--- src/rtl/node_mission_sequencer.sv ---
// Mission sequencer: counts field nodes and arbitrates the motors between line follower and node actions.
// Optional macro PROBE_TIMEOUT_EN bounds the soil-probe wait and faults on expiry.
module node_mission_sequencer #(
    parameter logic [11:0] THRESH    = 12'd3000,
    parameter int          NODE_DEB  = 4,
    parameter int          ALIGN_CYC = 200,
    parameter int          TURN_MIN  = 100,
    parameter int          TURN_TMO  = 5000,
    parameter int          PROBE_TMO = 20000,
    parameter int          NUM_NODES = 6,
    parameter logic [15:0] MISSION   = 16'h0000
) (
    input  logic        clk,
    input  logic        rst_n,
    input  logic        start,
    input  logic [11:0] l,
    input  logic [11:0] c,
    input  logic [11:0] r,
    input  logic [1:0]  lf_m1,
    input  logic [1:0]  lf_m2,
    input  logic        probe_done,
    output logic [1:0]  m1,
    output logic [1:0]  m2,
    output logic        probe_req,
    output logic [2:0]  node_idx,
    output logic        done,
    output logic        fault,
    output logic [2:0]  state
);

    localparam int CNT_MAX_AT = (ALIGN_CYC > TURN_TMO) ? ALIGN_CYC : TURN_TMO;
    localparam int CNT_MAX    = (CNT_MAX_AT > PROBE_TMO) ? CNT_MAX_AT : PROBE_TMO;
    localparam int CNT_W      = $clog2(CNT_MAX + 1);
    localparam int DEB_W      = $clog2(NODE_DEB + 1);

    localparam logic [CNT_W-1:0] ALIGN_LAST = CNT_W'(ALIGN_CYC - 1);
    localparam logic [CNT_W-1:0] TURN_LAST  = CNT_W'(TURN_TMO - 1);
    localparam logic [CNT_W-1:0] TURN_MINC  = CNT_W'(TURN_MIN);
`ifdef PROBE_TIMEOUT_EN
    localparam logic [CNT_W-1:0] PROBE_LAST = CNT_W'(PROBE_TMO - 1);
`endif
    localparam logic [DEB_W-1:0] DEB_LAST   = DEB_W'(NODE_DEB - 1);
    localparam logic [DEB_W-1:0] DEB_MAX    = DEB_W'(NODE_DEB);
    localparam logic [2:0]       LAST_NODE  = 3'(NUM_NODES - 1);

    localparam logic [1:0] MOT_STOP = 2'b00;
    localparam logic [1:0] MOT_REV  = 2'b01;
    localparam logic [1:0] MOT_FWD  = 2'b10;

    typedef enum logic [2:0] {
        S_IDLE   = 3'd0,
        S_FOLLOW = 3'd1,
        S_ALIGN  = 3'd2,
        S_TURN   = 3'd3,
        S_SAMPLE = 3'd4,
        S_DONE   = 3'd5,
        S_FAULT  = 3'd6
    } state_t;

    state_t           cur;
    logic [CNT_W-1:0] cnt;
    logic [DEB_W-1:0] deb_cnt;
    logic             armed;
    logic             dark;
    logic             reacq;
    logic             last_node;
    logic [1:0]       node_op;

    assign dark      = (l > THRESH) && (c > THRESH) && (r > THRESH);
    assign reacq     = (cnt >= TURN_MINC) && (c > THRESH);
    assign last_node = (node_idx == LAST_NODE);
    assign node_op   = MISSION[{node_idx, 1'b0} +: 2];
    assign state     = cur;

    always_ff @(posedge clk or negedge rst_n) begin
        if (!rst_n) begin
            cur       <= S_IDLE;
            cnt       <= '0;
            deb_cnt   <= '0;
            armed     <= 1'b0;
            m1        <= MOT_STOP;
            m2        <= MOT_STOP;
            probe_req <= 1'b0;
            node_idx  <= 3'd0;
            done      <= 1'b0;
            fault     <= 1'b0;
        end else begin
            case (cur)
                S_IDLE: begin
                    m1 <= MOT_STOP;
                    m2 <= MOT_STOP;
                    if (start) begin
                        cur      <= S_FOLLOW;
                        node_idx <= 3'd0;
                        armed    <= 1'b1;
                        deb_cnt  <= '0;
                        m1       <= lf_m1;
                        m2       <= lf_m2;
                    end
                end
                // Pass-through; re-arming needs one non-dark cycle so a held node is counted once.
                S_FOLLOW: begin
                    m1 <= lf_m1;
                    m2 <= lf_m2;
                    if (dark) begin
                        if (deb_cnt != DEB_MAX) deb_cnt <= deb_cnt + 1'b1;
                        if (armed && deb_cnt == DEB_LAST) begin
                            cur     <= S_ALIGN;
                            armed   <= 1'b0;
                            deb_cnt <= '0;
                            cnt     <= '0;
                            m1      <= MOT_FWD;
                            m2      <= MOT_FWD;
                        end
                    end else begin
                        deb_cnt <= '0;
                        armed   <= 1'b1;
                    end
                end
                S_ALIGN: begin
                    if (cnt == ALIGN_LAST) begin
                        cnt <= '0;
                        case (node_op)
                            2'b00: begin
                                if (last_node) begin
                                    cur  <= S_DONE;
                                    done <= 1'b1;
                                    m1   <= MOT_STOP;
                                    m2   <= MOT_STOP;
                                end else begin
                                    cur      <= S_FOLLOW;
                                    node_idx <= node_idx + 3'd1;
                                    m1       <= lf_m1;
                                    m2       <= lf_m2;
                                end
                            end
                            2'b01: begin
                                cur <= S_TURN;
                                m1  <= MOT_REV;
                                m2  <= MOT_FWD;
                            end
                            2'b10: begin
                                cur <= S_TURN;
                                m1  <= MOT_FWD;
                                m2  <= MOT_REV;
                            end
                            default: begin
                                cur       <= S_SAMPLE;
                                m1        <= MOT_STOP;
                                m2        <= MOT_STOP;
                                probe_req <= 1'b1;
                            end
                        endcase
                    end else begin
                        cnt <= cnt + 1'b1;
                    end
                end
                // Reacquisition is tested before the timeout so it wins a tie.
                S_TURN: begin
                    if (reacq) begin
                        if (last_node) begin
                            cur  <= S_DONE;
                            done <= 1'b1;
                            m1   <= MOT_STOP;
                            m2   <= MOT_STOP;
                        end else begin
                            cur      <= S_FOLLOW;
                            node_idx <= node_idx + 3'd1;
                            m1       <= lf_m1;
                            m2       <= lf_m2;
                        end
                    end else if (cnt == TURN_LAST) begin
                        cur   <= S_FAULT;
                        fault <= 1'b1;
                        m1    <= MOT_STOP;
                        m2    <= MOT_STOP;
                    end else begin
                        cnt <= cnt + 1'b1;
                    end
                end
                S_SAMPLE: begin
                    m1 <= MOT_STOP;
                    m2 <= MOT_STOP;
                    if (probe_req && probe_done) begin
                        probe_req <= 1'b0;
                        if (last_node) begin
                            cur  <= S_DONE;
                            done <= 1'b1;
                        end else begin
                            cur      <= S_FOLLOW;
                            node_idx <= node_idx + 3'd1;
                            m1       <= lf_m1;
                            m2       <= lf_m2;
                        end
                    end
`ifdef PROBE_TIMEOUT_EN
                    else if (cnt == PROBE_LAST) begin
                        cur       <= S_FAULT;
                        fault     <= 1'b1;
                        probe_req <= 1'b0;
                    end else begin
                        cnt <= cnt + 1'b1;
                    end
`endif
                end
                S_DONE: begin
                    m1 <= MOT_STOP;
                    m2 <= MOT_STOP;
                    if (start) begin
                        cur      <= S_FOLLOW;
                        node_idx <= 3'd0;
                        done     <= 1'b0;
                        armed    <= 1'b0;
                        deb_cnt  <= '0;
                        m1       <= lf_m1;
                        m2       <= lf_m2;
                    end
                end
                S_FAULT: begin
                    m1        <= MOT_STOP;
                    m2        <= MOT_STOP;
                    probe_req <= 1'b0;
                    fault     <= 1'b1;
                end
                default: begin
                    cur <= S_IDLE;
                    m1  <= MOT_STOP;
                    m2  <= MOT_STOP;
                end
            endcase
        end
    end

endmodule

--- config.mk ---
export PLATFORM = sky130hd
export DESIGN_NAME = node_mission_sequencer
export DESIGN_NICKNAME = d
export VERILOG_FILES = /design/src/rtl/node_mission_sequencer.sv
export SDC_FILE = /design/constraint.sdc
export NUM_CORES = 1
export LEC_CHECK = 0
export BUFFER_PORTS_ARGS = -buffer_cell sky130_fd_sc_hd__buf_2
export CELL_PAD_IN_SITES_DETAIL_PLACEMENT = 1
export CELL_PAD_IN_SITES_GLOBAL_PLACEMENT = 1
export CORE_MARGIN = 2
export CORE_UTILIZATION = 39
export CTS_CLUSTER_DIAMETER = 60
export DETAILED_ROUTE_END_ITERATION = 16
export PLACE_DENSITY = 0.83
export SLEW_MARGIN = 20
export SYNTH_ARGS = -nofsm -noshare
export SYNTH_HDL_FRONTEND = slang
export SYNTH_SLANG_ARGS = --single-unit
--- constraint.sdc ---
create_clock -name clk -period 2.9 [get_ports clk]
set_input_delay 0.145 -clock clk [delete_from_list [all_inputs] [get_ports clk]]
set_output_delay 0.145 -clock clk [all_outputs]
set_load 0.01 [all_outputs]
# ---- Word level (Yosys, flattened, before mapping)
# Cells that the tools add are included.
dict set report word_totals {
  reg_bits 32
  inputBits 44
  out_inout_bits 13
  wordCells 138
}
dict set report classes {
  add_sub_neg 3
  n_lt_le_gt_ge 4
  eq_ne 29
  shifts 1
  mux 64
  n_bitwise 1
  n_reduce_logical 26
}
# operator count
set ops {}
lappend ops {{two-way mux 15 bit} 5}
lappend ops {{two-way mux 3 bit} 17}
lappend ops {{case mux 15 bit (3 select lines)} 1}
lappend ops {{greater-than comparator 12 bit, second input constant} 3}
lappend ops {{two-way mux 2 bit} 15}
lappend ops {{inequality test 2 bit, second input constant} 11}
lappend ops {{case mux 2 bit (5 select lines)} 2}
lappend ops {{case mux 3 bit (6 select lines)} 1}
lappend ops {{indexed part select 16 x 5 -> 2 bit, first input constant} 1}
lappend ops {{adder 15 x 1 -> 15 bit, second input constant} 1}
lappend ops {{== test 15 x 13 -> 1 bit, second input constant} 1}
lappend ops {{== test 15 x 8 -> 1 bit, second input constant} 1}
lappend ops {{>= comparator 15 x 7 -> 1 bit, second input constant} 1}
lappend ops {{two-way mux 1 bit} 14}
lappend ops {{== test 3 bit, second input constant} 4}
lappend ops {{case mux 2 bit (3 select lines)} 2}
lappend ops {{case mux 3 bit (2 select lines)} 2}
lappend ops {{case mux 3 bit (4 select lines)} 1}
lappend ops {{AND reduction 6 bit} 2}
lappend ops {{== test 3 x 2 -> 1 bit, second input constant} 3}
lappend ops {{inequality test 3 bit, second input constant} 3}
lappend ops {{nonzero test 3 bit} 3}
lappend ops {{AND reduction 4 bit} 2}
lappend ops {{nonzero test 4 bit} 2}
lappend ops {{20 further kinds} 30}

# ---- Depth between registers and ports, before layout
# Gate-level depths: netlist of the first run.
dict set report logic_depth {
  word_depth 6
  mapped_depth 9
}

# ---- Worst setup path after synthesis of the first run
# No wires, ideal clock.
dict set report synth_path {
  kind {register -> register}
  start {reg cnt[0]}
  end {reg node_idx[0]}
  t_arrival_ns 2.075
  t_required_ns 2.775
  path_slack_ns 0.700
  stages_incl_launch_ff 7
  cell_sequence {dfrtp_1 > ha_1 > nand4b_1 > nor4b_2 > a311oi_1 > nor4_2 > mux2_2}
}
dict set report synth_between {
  elab_chain_len 4
  elab_cells_between_ends 6
  classes_between {1 x order compare; 3 x eq/ne; 2 x reduce/logical}
}
# element line
set synth_rtl {}
lappend synth_rtl {{start: declaration} 61} ;# logic [CNT_W-1:0] cnt;
lappend synth_rtl {{start signal: assignment} 155} ;# cnt <= cnt + 1'b1;
lappend synth_rtl {{start signal: assignment} 178} ;# cnt <= cnt + 1'b1;
lappend synth_rtl {{>= comparator 15 x 7 -> 1 bit} 70} ;# assign reacq = (cnt >= TURN_MINC) && (c > THRESH);
lappend synth_rtl {{logical AND 1 bit} 70}
lappend synth_rtl {{inequality test 2 bit (no line)} -}
lappend synth_rtl {{AND reduction 6 bit (no line) *} -}
lappend synth_rtl {{end signal: assignment} 132} ;# node_idx <= node_idx + 3'd1;
lappend synth_rtl {{end signal: assignment} 168} ;# node_idx <= node_idx + 3'd1;
lappend synth_rtl {{end signal: assignment} 191} ;# node_idx <= node_idx + 3'd1;
lappend synth_rtl {{end: declaration} 25} ;# output logic [2:0] node_idx,
# Every way passes the cells marked *; elsewhere a longest branch is shown, timed or not.
# A chain may end at the register's enable or synchronous reset.

# ---- Final worst setup path of the first run
dict set report layout_path {
  start {reg cnt[0]}
  end {reg node_idx[2]}
}
# The elaborated chain is that of the path after synthesis.

==> results.txt, run 1 <==
max incr delay on CP: 0.51 ns
Max Buffers Root-to-Sink: 2
Post-Syn Area per Cell: 8.43 um2
worst-path maximum fanout: 6
R2R depth: 7
die area: 0.00632 mm2
top cells by area, synth: dfrtp_1, nand2_1, nor2_1
clock root cell: clkbuf_8
met3 wire length: 199 um
Cells after Synth: 264
crit path launch type: flop
global-route wire length before repair: 11100 um
Yosys reg bits: 32
setup violators final: 0
Antenna Violating Nets Remaining: 0
Worst R2R Start: cnt[0]$_DFFE_PN0P_
Fin. Hold Viols: 0
# DRC: 0
CP cell instances: ha_1 > nand4b_1 > nor4b_2 > a311oi_1 > nor4_2 > a221oi_1 > a31o_2
WP data arrival: 2.77 ns
post-synth top area cell: dfrtp_1
# rows: 27
initial antenna violation count: 0
maximum clock rate: 385 MHz
unrepaired setup endpoints after global routing: no
HP Class: in2reg
R2R Path End: node_idx[2]$_DFFE_PN0P_
Cell Area, Synth: 0.00222 mm2
number of enable flip-flop cells after synthesis: 0
Switch Pwr: 0.00111 W
combinational fraction of design power: 54.7%
Flop pwr share: 29.7%
Buffers on Ports: 56
Critical Path RT: 3.07 ns
hold path start: lf_m1[0]
wire length on met2: 3200 um
actual slew at the worst max-slew pin: 0.747 ns
setup tns final: 0 ns
routed length per instance: 16.1 um
Largest delay share family, worst path: simple AND/OR/NAND/NOR gates
Leakage: 1.28 nW
Synth Flop Type: dfrtp_1
clock skew: 0.00458 ns
First DRT Iteration DRCs: 114
largest net degree at the start of global routing: 33
WL met1: 2900 um
H-tree levels: 2
number of CTS-inserted buffers: 5
DP HPWL: 4990 um
Net Count, Synth: 314
post-synthesis sequential area ratio: 36.0%
status: finished, final reports clean
slew margin rel.: 50.2%
via count: 2285
WHS Endpoint: m1[0]$_DFFE_PN0P_
WS Path Type: reg2reg
Critical-path top delay cell: nor4b_2
Critical Path Sink Type: flop
Die Wd: 79.5 um
synth cell count leaders: dfrtp_1, nand2_1, nor2_1, nand3_1, o21ai_0
vias in the first global route: 2388
Worst VDD drop: 416 uV
worst reg-to-reg setup slack: 0.30 ns
warnings from Yosys: 0
CORE AREA: 0.00551 mm2
Net Sw Frac: 46.5%
total track usage: 22.2%
highest metal used: met4
area grow syn2layout: 21.9%
vias per inst: 5.76
max cap viols: 0
DIE HEIGHT: 79.5 um
Detailed Routing Iterations Pass 1: 4
I/O pins: 57
ys async rst share: 100%
Yosys top cell area share: 36.0%
TritonCTS clock tree: yes
Detailed Route WL: 6390 um
most common cell in the netlist: dfrtp_1
Ant. Diodes: 0
clock share of power: 15.6%
layout cells sized above 1: 26.5%
Hold Path Cell Cnt: 3
min Tclk post-route: 2.60 ns
Initial Util: 40.4%
Tcrit/Tclk final: 89.6%
global placement routability congestion: 0.888
grt ovf: 0
Unique masters post-synth: 56
Buf+Inv Stages, Crit Path: 0
clk_lat worst skew: 0.29 ns
Clock transition at path regs: 0.07 ns
Power, Total: 0.00239 W
Internal Pwr Total: 0.00128 W
nets@finish: 375
clock sinks: 32
max-slew violations: 0
P per Cell Area: 883 mW/mm2
setup repair bufs after CTS: 0
[per-stage QoR]
step / utilization [%] / instance area (um2) / setup slack, ns / hold WS [ns] / std cells
2_1_floorplan: - / 2220 / 0.700 / -0.151 / 264
3_3_place_gp: 47.2 / 2600 / 0.412 / 0.253 / 389
3_5_place_dp: 47.2 / 2600 / 0.288 / 0.263 / 389
4_1_cts: 49.1 / 2710 / 0.267 / 0.105 / 397
5_1_grt: 49.3 / 2710 / 0.0332 / 0.135 / 397
6_report: 49.3 / 2710 / 0.300 / 0.107 / 397
[layout by cell type (no fill, tap or decap), types with 9 or more instances in the layout]
cell type / count
o21ai_0: 17
o31ai_1: 12
buf_2: 56
nand3_1: 18
dfrtp_1: 32
nor3_1: 9
inv_1: 12
a21oi_1: 11
nand2_1: 28
nor2_1: 26
[power groups by stage]
stage | combinational, W | clock [W] | sequential [W]
floorplan | 0.000879 | 0 | 0.000735
global placement | 0.00127 | 0 | 0.000709
detailed placement | 0.00131 | 0 | 0.000720
CTS | 0.00131 | 0.000385 | 0.000713
global route | 0.00146 | 0.000403 | 0.000736
finish | 0.00131 | 0.000374 | 0.000711
[what timing repair did]
action	4_1_cts	5_1_grt
hold endpoints to repair	32	0
setup endpoints to repair	0	3
gates resized for setup	0	1
hold buffers	1	0
[routing by layer]
layer | GRT usage, % | vias to the layer above
met3 | 4.52 | 12
met1 | 27.7 | 1131
met2 | 38.3 | 33
met5 | 0 | -
met4 | 6.55 | 0
li1 | - | 1109
[how the worst max path moves through the flow]
| stage | start | endpoint | slack [ns] | cells after the start |
|---|---|---|---|---|
| finish | cnt[0]$_DFFE_PN0P_ | node_idx[2]$_DFFE_PN0P_ | 0.30 | 7 |
| global route | cnt[0]$_DFFE_PN0P_ | node_idx[2]$_DFFE_PN0P_ | 0.03 | 7 |
| CTS | cnt[0]$_DFFE_PN0P_ | cnt[9]$_DFFE_PN0P_ | 0.27 | 8 |
| detailed placement | cnt[0]$_DFFE_PN0P_ | cnt[9]$_DFFE_PN0P_ | 0.29 | 8 |
| global placement | cnt[0]$_DFFE_PN0P_ | cnt[9]$_DFFE_PN0P_ | 0.41 | 8 |
| floorplan | cnt[0]$_DFFE_PN0P_ | node_idx[0]$_DFFE_PN0P_ | 0.70 | 6 |
[kinds of logic (layout without fill, tap and decap cells)]
group                      Yosys count  after routing  synth area share (%)
buffers and inverters               23             84                  4.39
AOI/OAI and AO/OA                   83             83                  27.7
adders and majority gates            6              6                  3.37
muxes                                1              1                 0.506
DFF                                 32             32                  36.0
and+or+nand+nor                    119            119                  28.0
[final cells by class]
type / instances / area [um2]
Fill cell: 689 / 2790
Inverter: 13 / 48.8
Tap cell: 72 / 90.1
Clock buffer: 7 / 96.3
Timing Repair Buffer: 64 / 343
Sequential cell: 32 / 801
Multi-Input combinational cell: 209 / 1330
[state kept, by name, indices dropped and copies added (netlist names)]
register and cells:
armed 1, cnt 15, deb_cnt 3, done 1, fault 1, m1 2
m2 2, node_idx 3, probe_req 1, state 3
[worst register-to-register path: stages, from the launching register on]
cell,delay (ns)
dfrtp_1,0.41
ha_1,0.26
nand4b_1,0.14
nor4b_2,0.51
a311oi_1,0.28
nor4_2,0.47
a221oi_1,0.17
a31o_2,0.25
Note: power is estimated with default switching activity, not from simulation.
==> run 2: changes to the inputs <==
--- a/config.mk
+++ b/config.mk
@@ -5,14 +5,14 @@
 export SDC_FILE = /design/constraint.sdc
 export NUM_CORES = 1
 export LEC_CHECK = 0
+export ABC_AREA = 1
 export BUFFER_PORTS_ARGS = -buffer_cell sky130_fd_sc_hd__buf_2
 export CELL_PAD_IN_SITES_DETAIL_PLACEMENT = 1
 export CELL_PAD_IN_SITES_GLOBAL_PLACEMENT = 1
 export CORE_MARGIN = 2
 export CORE_UTILIZATION = 39
-export CTS_CLUSTER_DIAMETER = 60
 export DETAILED_ROUTE_END_ITERATION = 16
-export PLACE_DENSITY = 0.83
+export PLACE_DENSITY = 0.84
 export SLEW_MARGIN = 20
 export SYNTH_ARGS = -nofsm -noshare
 export SYNTH_HDL_FRONTEND = slang
==> results.txt, run 2 <==
nets@finish: 495
Synth Flop Type: dfrtp_1
clock sinks: 32
Critical Path Sink Type: flop
Largest delay share family, worst path: simple AND/OR/NAND/NOR gates
Post-Syn Area per Cell: 6.77 um2
Detailed Routing Iterations Pass 1: 10
unrepaired setup endpoints after global routing: no
clock skew: 0.00539 ns
CP dominant cell by count: nand2_1
Die Wd: 85.7 um
via count: 2628
setup tns final: 0 ns
HP Class: in2reg
status: complete, but fails checks
post-synth top area cell: dfrtp_1
actual slew at the worst max-slew pin: 0.776 ns
setup violators final: 0
crit path launch type: flop
ys async rst share: 100%
Buf+Inv Stages, Crit Path: 3
Power, Total: 0.00210 W
failing checks: DRC
Yosys reg bits: 32
most frequent cells in the layout: nand2_1, buf_2, inv_1, nor2_1, dfrtp_1
max reg flops: 15
Ant. Diodes: 0
TritonCTS clock tree: yes
Max Buffers Root-to-Sink: 2
initial antenna violation count: 0
fillers: 878
maximum clock rate: 509 MHz
slew margin rel.: 48.3%
largest register by flop count: cnt
layout cells sized above 1: 26.2%
Yosys top cell area share: 30.7%
max incr delay on CP: 0.51 ns
Clock transition at path regs: 0.08 ns
# rows: 29
vias per inst: 5.02
post-synthesis xor/xnor area fraction: 1.68%
largest family of logic cells by synthesized area: simple AND/OR/NAND/NOR gates
min Tclk post-route: 1.96 ns
DIE HEIGHT: 85.7 um
Leakage: 1.70 nW
WP data arrival: 2.15 ns
Critical-path top delay cell: dfrtp_1
routed length per instance: 13.3 um
grt ovf: 0
top cells by area, synth: dfrtp_1, nand2_1, inv_1
DP HPWL: 5590 um
Initial Util: 40.6%
largest net degree at the start of global routing: 33
mux cell area share after synthesis: 0%
CORE AREA: 0.00642 mm2
vias in the first global route: 2721
First DRT Iteration DRCs: 109
synth cell count leaders: nand2_1, inv_1, dfrtp_1, nor2_1, nand3_1
global-route wire length before repair: 12400 um
worst-path maximum fanout: 24
# DRC: 5
Worst VDD drop: 554 uV
max cap viols: 0
Antenna Violating Nets Remaining: 0
Unique masters post-synth: 38
clk_lat worst skew: 0.29 ns
die area: 0.00735 mm2
number of enable flip-flop cells after synthesis: 0
number of CTS-inserted buffers: 5
Fin. Hold Viols: 0
area grow syn2layout: 16.8%
Synth Area in Simple Gates: 43.2%
Buffers on Ports: 56
global placement routability congestion: 0.870
Net Count, Synth: 435
most common cell after layout, fill and taps aside: nand2_1
clock root cell: clkbuf_8
most common cell in the netlist: nand2_1
H-tree levels: 2
Synth Area in Compound Gates: 11.4%
total track usage: 20.7%
warnings from Yosys: 0
WS Path Type: reg2reg
P per Cell Area: 690 mW/mm2
max-slew violations: 0
Detailed Route WL: 6970 um
Critical Path RT: 3.08 ns
I/O pins: 57
CP cell instances: nand2_1 > nor2_2 > nand4_1 > nand2_1 > inv_1 > nand2_2 > inv_2 > nand2_8 > inv_1 > nand2_1 > nand2_1
post-synthesis sequential area ratio: 30.7%
Tcrit/Tclk final: 67.8%
Cells after Synth: 385
Cell Area, Synth: 0.00261 mm2
adder-cell share of the synthesized area: 2.88%
[run 2: kinds of logic after synthesis]
logic type / count (synthesis)
AND/OR/NAND/NOR: 236
buffers and inverters: 62
AO/OA/AOI/OAI: 44
flip-flops: 32
adder cells (fa/ha/maj): 6
XOR/XNOR: 5
[run 2: per-stage QoR]
step / hold WS (ns) / area [um2] / setup WS, ns / utilization, % / cells
2_1_floorplan: -0.151 / 2610 / 1.35 / - / 385
3_5_place_dp: 0.257 / 2940 / 0.945 / 45.8 / 514
5_1_grt: 0.0890 / 3040 / 0.721 / 47.4 / 523
3_3_place_gp: 0.251 / 2940 / 1.11 / 45.8 / 514
4_1_cts: 0.0720 / 3040 / 0.902 / 47.4 / 523
6_report: 0.0811 / 3040 / 0.935 / 47.4 / 523
[run 2: worst min-delay path: cells and delay by family]
family,cells,cell delay (ns)
simple gates,2,0.12
buf+inv,1,0.08
[run 2: final timing paths]
kind	startpoint	to	slack (ns)	depth (start not counted)
setup / recovery	state[1]$_DFFE_PN0P_	cnt[5]$_DFFE_PN0P_	0.94	11
hold / removal	lf_m2[0]	m2[0]$_DFFE_PN0P_	0.08	3
setup reg to reg	state[1]$_DFFE_PN0P_	cnt[5]$_DFFE_PN0P_	0.94	11
max in group asynchronous	rst_n	cnt[8]$_DFFE_PN0P_	1.94	2
hold reg to reg	fault$_DFFE_PN0P_	fault$_DFFE_PN0P_	0.48	1
min in group asynchronous	rst_n	node_idx[1]$_DFFE_PN0P_	0.45	2
[run 2: timing repair]
item                       CTS  global route
resized for setup            0             0
buffers inserted             0             0
hold endpoints to repair    32             0
setup endpoints to repair    0             0
hold buffers                 1             0
[run 2: area by class of cell]
cell class              count  area, um2  area share, %
inverters                  57        214           7.03
repair buffers             58        298           9.79
well taps                  77       96.3           3.17
multi-input cells         291       1540           50.7
clock buffers               5       68.8           2.26
flip-flops and latches     32        801           26.3
clock inverters             3       23.8          0.781
[run 2: metal layers]
metal,GRT usage [%],wire (um),vias up
met2,35.4,3390,43
met4,6.49,119,0
met1,27.0,3250,1237
li1,-,-,1337
met5,0,0,-
met3,3.18,215,11
[run 2: power breakdown]
part	internal, W	total [W]	leakage (nW)	switching, W
Combinational	0.000343	0.00111	1.22	0.000771
Sequential	0.000537	0.000627	0.432	0.0000906
Clock	0.000170	0.000358	0.0404	0.000188
Total	0.00105	0.00210	1.70	0.00105
